[src/rtl/stream_mux_rr_pkg.sv]
// Shared constants and helpers for the round-robin stream multiplexer.
// Grant index width is clog2(M) but never narrower than one bit.
package stream_mux_pkg;

    function automatic int clog2(input int v);
        int r;
        r = 0;
        for (int x = v - 1; x > 0; x = x >> 1) begin
            r++;
        end
        return r;
    endfunction

    function automatic int sel_w(input int m);
        return (clog2(m) < 1) ? 1 : clog2(m);
    endfunction

endpackage

[src/rtl/stream_mux_rr_if.sv]
// Handshake bundle between M stream sources and the single merged output.
// slave is the multiplexer's view, master is the view of whatever drives it.
interface stream_mux_rr_if
    import stream_mux_pkg::*;
#(
    parameter int N     = 8,
    parameter int M     = 4,
    parameter int SEL_W = sel_w(M)
);
    logic [M*N-1:0]   in_data;
    logic [M-1:0]     in_valid;
    logic [M-1:0]     in_ready;
    logic [N-1:0]     out_data;
    logic             out_valid;
    logic [SEL_W-1:0] out_sel;
    logic             out_ready;

    modport slave (
        input  in_data, in_valid, out_ready,
        output in_ready, out_data, out_valid, out_sel
    );

    modport master (
        output in_data, in_valid, out_ready,
        input  in_ready, out_data, out_valid, out_sel
    );
endinterface

[src/rtl/stream_mux_rr_arbiter.sv]
// Combinational arbiter: round-robin search upward from ptr with wrap,
// or fixed priority (lowest index) when mode is high.
module rr_arbiter
    import stream_mux_pkg::*;
#(
    parameter int M     = 4,
    parameter int SEL_W = sel_w(M)
) (
    input  logic [M-1:0]     req_i,
    input  logic [SEL_W-1:0] ptr_i,
    input  logic             mode_i,
    output logic [M-1:0]     grant_o,
    output logic [SEL_W-1:0] idx_o,
    output logic             any_req_o
);
    int   cand;
    logic found;

    always_comb begin
        grant_o = '0;
        idx_o   = '0;
        found   = 1'b0;
        cand    = 0;
        for (int k = 0; k < M; k++) begin
            cand = mode_i ? k : ((int'(ptr_i) + k) % M);
            if (!found && req_i[cand]) begin
                found         = 1'b1;
                grant_o[cand] = 1'b1;
                idx_o         = SEL_W'(cand);
            end
        end
    end

    assign any_req_o = |req_i;

endmodule

[src/rtl/stream_mux_rr.sv]
// M-input stream multiplexer with a registered output stage; each word
// carries the index of the channel it came from.
module stream_mux_rr
    import stream_mux_pkg::*;
#(
    parameter int N     = 8,
    parameter int M     = 4,
    parameter int SEL_W = sel_w(M)
) (
    input  logic            clk,
    input  logic            reset_n,
    input  logic            mode,
    stream_mux_rr_if.slave  bus
);
    localparam logic [SEL_W-1:0] LAST_IDX = SEL_W'(M - 1);

    logic [N-1:0]     data_q,  data_d;
    logic [SEL_W-1:0] sel_q,   sel_d;
    logic             valid_q, valid_d;
    logic [SEL_W-1:0] ptr_q,   ptr_d;

    logic [M-1:0]     grant;
    logic [SEL_W-1:0] g_idx;
    logic             any_req;
    logic             load;
    logic             xfer;

    rr_arbiter #(.M(M), .SEL_W(SEL_W)) u_arb (
        .req_i     (bus.in_valid),
        .ptr_i     (ptr_q),
        .mode_i    (mode),
        .grant_o   (grant),
        .idx_o     (g_idx),
        .any_req_o (any_req)
    );

    assign load = ~valid_q | bus.out_ready;
    assign xfer = load & any_req;

    // reset_n gates ready so no source sees a handshake while reset is held
    assign bus.in_ready = (reset_n & xfer) ? grant : '0;

    always_comb begin
        data_d  = data_q;
        sel_d   = sel_q;
        valid_d = valid_q;
        ptr_d   = ptr_q;
        if (xfer) begin
            data_d  = bus.in_data[int'(g_idx)*N +: N];
            sel_d   = g_idx;
            valid_d = 1'b1;
            if (!mode) begin
                ptr_d = (g_idx == LAST_IDX) ? '0 : g_idx + 1'b1;
            end
        end else if (bus.out_ready) begin
            valid_d = 1'b0;
        end
    end

    always_ff @(posedge clk or negedge reset_n) begin
        if (!reset_n) begin
            data_q  <= '0;
            sel_q   <= '0;
            valid_q <= 1'b0;
            ptr_q   <= '0;
        end else begin
            data_q  <= data_d;
            sel_q   <= sel_d;
            valid_q <= valid_d;
            ptr_q   <= ptr_d;
        end
    end

    assign bus.out_data  = data_q;
    assign bus.out_sel   = sel_q;
    assign bus.out_valid = valid_q;

endmodule
[src/flat_wrapper.sv]
// flat-port wrapper written by rule: the top's interface ports become plain ports
module stream_mux_rr_flat import stream_mux_pkg::*;
#(
    parameter int N     = 8,
    parameter int M     = 4,
    parameter int SEL_W = sel_w(M)
)
  (clk, reset_n, mode, bus_in_data, bus_in_valid, bus_out_ready, bus_in_ready, bus_out_data, bus_out_valid, bus_out_sel);
  stream_mux_rr_if #(.N(N), .M(M), .SEL_W(SEL_W)) bus_i ();
  input  logic clk;
  input  logic reset_n;
  input  logic mode;
  input wire logic [$bits(bus_i.in_data)-1:0] bus_in_data;
  input wire logic [$bits(bus_i.in_valid)-1:0] bus_in_valid;
  input wire logic [$bits(bus_i.out_ready)-1:0] bus_out_ready;
  output wire logic [$bits(bus_i.in_ready)-1:0] bus_in_ready;
  output wire logic [$bits(bus_i.out_data)-1:0] bus_out_data;
  output wire logic [$bits(bus_i.out_valid)-1:0] bus_out_valid;
  output wire logic [$bits(bus_i.out_sel)-1:0] bus_out_sel;
  assign bus_i.in_data = bus_in_data;
  assign bus_i.in_valid = bus_in_valid;
  assign bus_i.out_ready = bus_out_ready;
  assign bus_in_ready = bus_i.in_ready;
  assign bus_out_data = bus_i.out_data;
  assign bus_out_valid = bus_i.out_valid;
  assign bus_out_sel = bus_i.out_sel;
  stream_mux_rr #(.N(N), .M(M), .SEL_W(SEL_W)) u_core (.clk(clk), .reset_n(reset_n), .mode(mode), .bus(bus_i));
endmodule
[config.mk]
export PLATFORM = sky130hd
export DESIGN_NAME = stream_mux_rr_flat
export DESIGN_NICKNAME = d
export VERILOG_FILES = /design/src/rtl/stream_mux_rr_pkg.sv /design/src/rtl/stream_mux_rr_if.sv /design/src/rtl/stream_mux_rr_arbiter.sv /design/src/rtl/stream_mux_rr.sv /design/src/flat_wrapper.sv
export SDC_FILE = /design/constraint.sdc
export NUM_CORES = 1
export LEC_CHECK = 0
export ABC_AREA = 1
export CAP_MARGIN = 10
export CELL_PAD_IN_SITES_DETAIL_PLACEMENT = 0
export CELL_PAD_IN_SITES_GLOBAL_PLACEMENT = 1
export CORE_MARGIN = 5
export CORE_UTILIZATION = 30
export CTS_BUF_LIST = sky130_fd_sc_hd__clkbuf_4
export DETAILED_ROUTE_END_ITERATION = 16
export GPL_TIMING_DRIVEN = 1
export HOLD_SLACK_MARGIN = 0.08
export MAX_ROUTING_LAYER = met4
export PLACE_DENSITY_LB_ADDON = 0.1
export SYNTH_ARGS = -nofsm -noshare
export SYNTH_HDL_FRONTEND = slang
export SYNTH_SLANG_ARGS = --single-unit
[constraint.sdc]
create_clock -name clk -period 4.73 [get_ports clk]
set_input_delay 0.946 -clock clk [delete_from_list [all_inputs] [get_ports clk]]
set_output_delay 0.946 -clock clk [all_outputs]
set_load 0.005 [all_outputs]
==> results of run 1 <==
[cells by family (layout without fill, tap and decap cells)]
| group | count (synthesis) | count (layout) | share of synthesized area [%] |
|---|---|---|---|
| AOI/OAI and AO/OA | 14 | 14 | 5.774 |
| DFF | 13 | 13 | 22.75 |
| buffers and inverters | 44 | 99 | 14.17 |
| and+or+nand+nor | 160 | 160 | 57.31 |
[stage by stage]
stage,hold WS [ns],worst slack [ns],util (%),total power (µW),instance area (µm²)
2_1_floorplan,0.4724,1.578,-,633.2,1430
3_3_place_gp,0.4690,0.3421,43.06,846.7,2007
3_5_place_dp,0.4693,0.3032,43.06,842.8,2007
4_1_cts,0.4892,0.2989,43.70,922.3,2037
5_1_grt,0.5084,0.1122,43.70,1003,2037
6_report,0.4837,0.2982,43.70,907.9,2037
[cell type report]
cell class,instances,share of cell area (%)
multi-input cells,174,44.29
well taps,54,3.317
repair buffers,58,28.01
clock buffers,4,1.474
flip-flops and latches,13,15.97
inverters,37,6.941
[Yosys cell counts (all sizes together)]
library cell / number
nor4: 1
and3: 1
nor2: 6
o21ai: 7
o22ai: 1
o211ai: 1
clkbuf: 1
nor3: 2
nand3b: 8
nand4: 3
nand2: 94
dfrtp: 13
inv: 37
nand3: 45
buf: 6
a21oi: 5
[tightest hold or removal path: stages (launching register included)]
cell	delay [ns]
dfrtp_1	0.35
nand2_1	0.06
nand2_1	0.05
[final timing paths]
check	to	slack [ns]	cells after the start
worst max-delay path	bus_in_ready[2]	0.30	13
worst min-delay path	u_core.bus.out_data[4]	0.48	2
worst max register to register	u_core.bus.out_data[0]	2.34	14
worst min register to register	u_core.bus.out_data[4]	0.48	2
max in group asynchronous	u_core.bus.out_data[6]	3.58	2
min in group asynchronous	u_core.bus.out_data[7]	0.97	2
[registers in the layout, indices dropped and copies added, names as in the netlist]
signal / count
u_core.bus.out_data: 8
u_core.bus.out_sel: 2
u_core.ptr_q: 2
u_core.bus.out_valid: 1
[layer usage]
| layer | vias to the layer above | wire length (µm) | part of all wire, % |
|---|---|---|---|
| li1 | 845 | - | - |
| met1 | 722 | 1986 | 46 |
| met2 | 50 | 2159 | 50 |
| met3 | 2 | 191 | 4.4 |
| met4 | 0 | 17 | 0.39 |
| met5 | - | 0 | 0 |
[power by group through the flow]
| stage | Clock, µW | Combinational, µW | Sequential (µW) |
|---|---|---|---|
| after global routing | 82.4 | 708 | 213 |
| final | 73.7 | 631 | 204 |
| after floorplan | 0 | 435 | 198 |
| after detailed placement | 0 | 637 | 206 |
| after global placement | 0 | 641 | 206 |
| after CTS | 77.0 | 641 | 205 |
==> summary.txt, run 1 <==
vias per cell - 4.762
register area share after synthesis - 22.75%
die width - 79.05 µm
setup TNS - 0 ns
clock slew at reported path FFs - 0.07 ns
antenna-violating nets left - 0
Fill cells - 520
Worst Tran Pin Value - 0.4438 ns
port bufs - 54
Clock Power Share - 8.1%
gpl congestion - 0.8524
slowest stage delay, CP - 0.55 ns
detailed placement HPWL - 3560 µm
DR pass1 iterations - 4
final net count - 327
register area - 325.3 µm²
Most Frequent Cell on Critical Path - nand2_4
multi-input logic area - 902.1 µm²
die height - 79.05 µm
Worst setup EP type - output pin
CP Cell Sequence - clkdlybuf4s50_1, inv_4, nand2_4, nand2_1, nand2_2, nand2_1, nand2_4, nor2_4, nand4_1, nand2_4, inv_2, nor3_1, clkdlybuf4s50_1
commonest non-fill, non-tap cell in the layout - nand2_1
Core Box Area - 0.004661 mm²
Buf/Inv on CP - 4
CTS sink cnt - 13
cell-internal power - 465.6 µW
Tcrit/Tclk final - 93.70%
hold_buf cts - 0
clock buffer depth - 2
First DRT Iteration DRCs - 66
gr usage total - 14.42%
Worst-Skew Late Latency - 0.27 ns
Final setup viols - 0
Mapped Cells - 231
starting density of the core - 30.68%
RSZ-0062 raised after global routing - no
routing usage on met1 - 17.60%
Synth-to-Final Area Change - 42.43%
GRT overflow - 0
HP Class - flip-flop to flip-flop
GRT busiest layer - met2
die area - 0.006248 mm²
Slew Viols, Final - 0
Flop pwr share - 22.4%
Max Clock Skew - 0.006594 ns
TritonCTS clock tree - yes
row count - 25
Gate power share - 69.5%
syn nets - 271
Lkg Pwr - 0.001045 µW
Switching Share - 48.71%
Hold Crit Start - u_core.bus.out_data[4]
critical path startpoint - mode
count of different cell masters after synthesis - 29
Net Switching - 442.3 µW
commonest cells after routing, fill and taps aside - nand2_1, clkdlybuf4s50_1, nand3_1, inv_1, dfrtp_1
vias in the first global route - 1571
Crit-path slowest cell - clkdlybuf4s50_1
CP arrival - 3.49 ns
post-synthesis instance area - 0.001430 mm²
Seq cells post-synth - 13
Root Buffer - clkbuf_4
first-pass GRT wire length - 7072 µm
GR met2 Demand/Resource - 25.84%
GR Util met3 - 2.721%
Synth top area share - 22.75%
io pins - 55
via count - 1619
MaxCap Viol Count - 0
final hold vios - 0
critical path's top delay family - buffers and inverters
Clock H-tree levels - 1
Total Wirelength - 4354 µm
Avg Cell Area, Syn - 6.191 µm²
status - finished clean
cts bufs inserted - 3
fin cells - 340
# Post-CTS Setup Buffers - 0
DRC - 0
routed length per placed instance - 12.81 µm
FMAX - 225.6 MHz
largest net degree at the start of global routing - 18
Startpoint Class - primary input
Worst EP required - 3.78 ns
Yosys top cell by area - dfrtp_1
initial antenna violation count - 0
RR Startpoint - u_core.ptr_q[0]
post-CTS sizing - 0
PD cells - 445.7 mW/mm²
top cells by area, synth - dfrtp_1, nand2_1, nand3_1
worst vdd ir - 0.1724 mV
critical path class - primary input to output pin
crit-path max FO - 12
layout cells sized above 1 - 11.89%
Worst slew margin - 70.41%
placed cells - 336
YS warnings - 0
Final min period - 4.432 ns
Antenna diodes - 0
Power figures use the tool's default switching activity.
==> inputs of run 2 (changes only) <==
--- a/config.mk
+++ b/config.mk
@@ -6,7 +6,6 @@
 export NUM_CORES = 1
 export LEC_CHECK = 0
 export ABC_AREA = 1
-export CAP_MARGIN = 10
 export CELL_PAD_IN_SITES_DETAIL_PLACEMENT = 0
 export CELL_PAD_IN_SITES_GLOBAL_PLACEMENT = 1
 export CORE_MARGIN = 5
==> results of run 2 <==
No change in the layout: final DEF, timing and power equal those of run 1.
==> inputs of run 3 (changes only) <==
--- a/config.mk
+++ b/config.mk
@@ -6,10 +6,11 @@
 export NUM_CORES = 1
 export LEC_CHECK = 0
 export ABC_AREA = 1
+export CAP_MARGIN = 25
 export CELL_PAD_IN_SITES_DETAIL_PLACEMENT = 0
 export CELL_PAD_IN_SITES_GLOBAL_PLACEMENT = 1
 export CORE_MARGIN = 5
-export CORE_UTILIZATION = 30
+export CORE_UTILIZATION = 33
 export CTS_BUF_LIST = sky130_fd_sc_hd__clkbuf_4
 export DETAILED_ROUTE_END_ITERATION = 16
 export GPL_TIMING_DRIVEN = 1
==> run 3 against run 2 <==
Net effect: via count is 0.49% higher; cell count fell by 0.59%; first-iteration DRC count rose to 2.7 times the previous value; global-route usage up 0.087 points; combinational power down 1%; critical path depth is the same; largest cell class unchanged; largest power group unchanged; clock power fell by 2%; die area shrank 8.0%; setup slack improved by 0.0087 ns; sequential cell count unchanged.
==> summary.txt, run 3 (synthesis gave the netlist of run 1 again) <==
# Post-CTS Setup Buffers - 0
fin cells - 338
MaxCap Viol Count - 0
Final min period - 4.423 ns
first-pass GRT wire length - 6451 µm
Clock H-tree levels - 1
gr usage total - 14.51%
final core occ - 47.71%
Startpoint Class - primary input
crit-path max FO - 12
starting density of the core - 33.54%
largest net degree at the start of global routing - 20
gpl congestion - 0.8902
top sig layer - met4
Switching Share - 48.48%
DR pass1 iterations - 4
final net count - 327
via count - 1627
status - finished clean
cts bufs inserted - 3
commonest non-fill, non-tap cell in the layout - nand2_1
row count - 24
vias per cell - 4.814
critical path class - primary input to output pin
Worst setup EP type - output pin
layout cells sized above 1 - 11.89%
Worst-Skew Late Latency - 0.26 ns
Register-to-Register Path Depth - 12
die width - 75.83 µm
Lkg Pwr - 0.001045 µW
routed length per placed instance - 11.88 µm
commonest cells after routing, fill and taps aside - nand2_1, clkdlybuf4s50_1, nand3_1, inv_1, dfrtp_1
hold_buf cts - 0
GRT overflow - 0
dpl cell area - 0.002004 mm²
detailed placement HPWL - 3237 µm
antenna-violating nets left - 0
vias in the first global route - 1452
clock slew at reported path FFs - 0.08 ns
Worst EP required - 3.78 ns
Gate power share - 69.0%
Final setup viols - 0
First DRT Iteration DRCs - 179
met1 WL - 2071 µm
clock buffer depth - 2
DRC - 0
RSZ-0062 raised after global routing - no
WL met3 - 293 µm
setup TNS - 0 ns
Worst Tran Pin Value - 0.4991 ns
Tcrit/Tclk final - 93.51%
Total Wirelength - 4015 µm
Clock Power Share - 8.0%
Net Switching - 436.9 µW
die area - 0.005750 mm²
cell-internal power - 464.4 µW
Core Box Area - 0.004264 mm²
Antenna diodes - 0
Root Buffer - clkbuf_4
CTS sink cnt - 13
Flop pwr share - 23.0%
PD cells - 443.0 mW/mm²
die height - 75.83 µm
initial antenna violation count - 0
io pins - 55
TritonCTS clock tree - yes
post-CTS sizing - 0
Slew Viols, Final - 0
hold path depth - 2
Worst slew margin - 66.72%
CP arrival - 3.48 ns
Max Clock Skew - 0.0002346 ns
FMAX - 226.1 MHz
placed cells - 334
worst vdd ir - 0.1635 mV
max FFs per register - 8
Synth-to-Final Area Change - 42.26%
port bufs - 54
met2 WL - 1619 µm
final hold vios - 0
Final Instance Area - 0.002034 mm²
HP Class - flip-flop to flip-flop
run 3: cell counts in the layout (fill, tap and decap cells not counted):
Identical to the previous run, type by type.
run 3: metrics by stage:
step	hold WS (ns)	power, µW	setup WS (ns)
after floorplan	0.4724	633.2	1.578
after global placement	0.4656	839.6	0.3250
after detailed placement	0.4658	831.1	0.3004
after CTS	0.4864	906.6	0.2934
after global routing	0.4967	990.9	0.1575
final	0.4798	901.3	0.3069
run 3: worst paths after layout:
path                                        start                     end  slack [ns]
max in group asynchronous                 reset_n  u_core.bus.out_data[5]        3.57
min in group asynchronous                 reset_n    u_core.bus.out_valid        0.99
setup reg to reg                  u_core.ptr_q[0]  u_core.bus.out_data[3]        2.48
hold reg to reg            u_core.bus.out_data[4]  u_core.bus.out_data[4]        0.48
hold / removal             u_core.bus.out_data[4]  u_core.bus.out_data[4]        0.48
setup / recovery                             mode         bus_in_ready[2]        0.31
run 3: power by group through the flow:
| stage | registers, µW | logic, µW | clock network (µW) |
|---|---|---|---|
| after floorplan | 198 | 435 | 0 |
| after global placement | 209 | 631 | 0 |
| after detailed placement | 209 | 622 | 0 |
| after CTS | 207 | 625 | 74.7 |
| after global routing | 213 | 700 | 78.4 |
| final | 207 | 622 | 72.0 |
run 3: area by class of cell:
class                      count  area, µm²
sequential                    13      325.3
clock buffer                   4      30.03
inverter                      37      141.4
fill                         464       2230
tap                           52      65.06
multi-input combinational    174      902.1
timing repair buffer          58      570.5
run 3: per-layer routing:
layer,vias up,track usage [%]
met1,713,22.64
met4,0,4.272
met5,-,-
met2,65,19.20
li1,845,-
met3,4,1.451
run 3: critical path, stage by stage:
cell and delay [ns]:
clkdlybuf4s50_1 0.50, inv_4 0.17, nand2_4 0.13, nand2_1 0.15, nand2_2 0.10, nand2_1 0.11, nand2_4 0.08, nor2_4 0.12
nand4_1 0.14, nand2_4 0.15, inv_2 0.12, nor3_1 0.20, clkdlybuf4s50_1 0.54
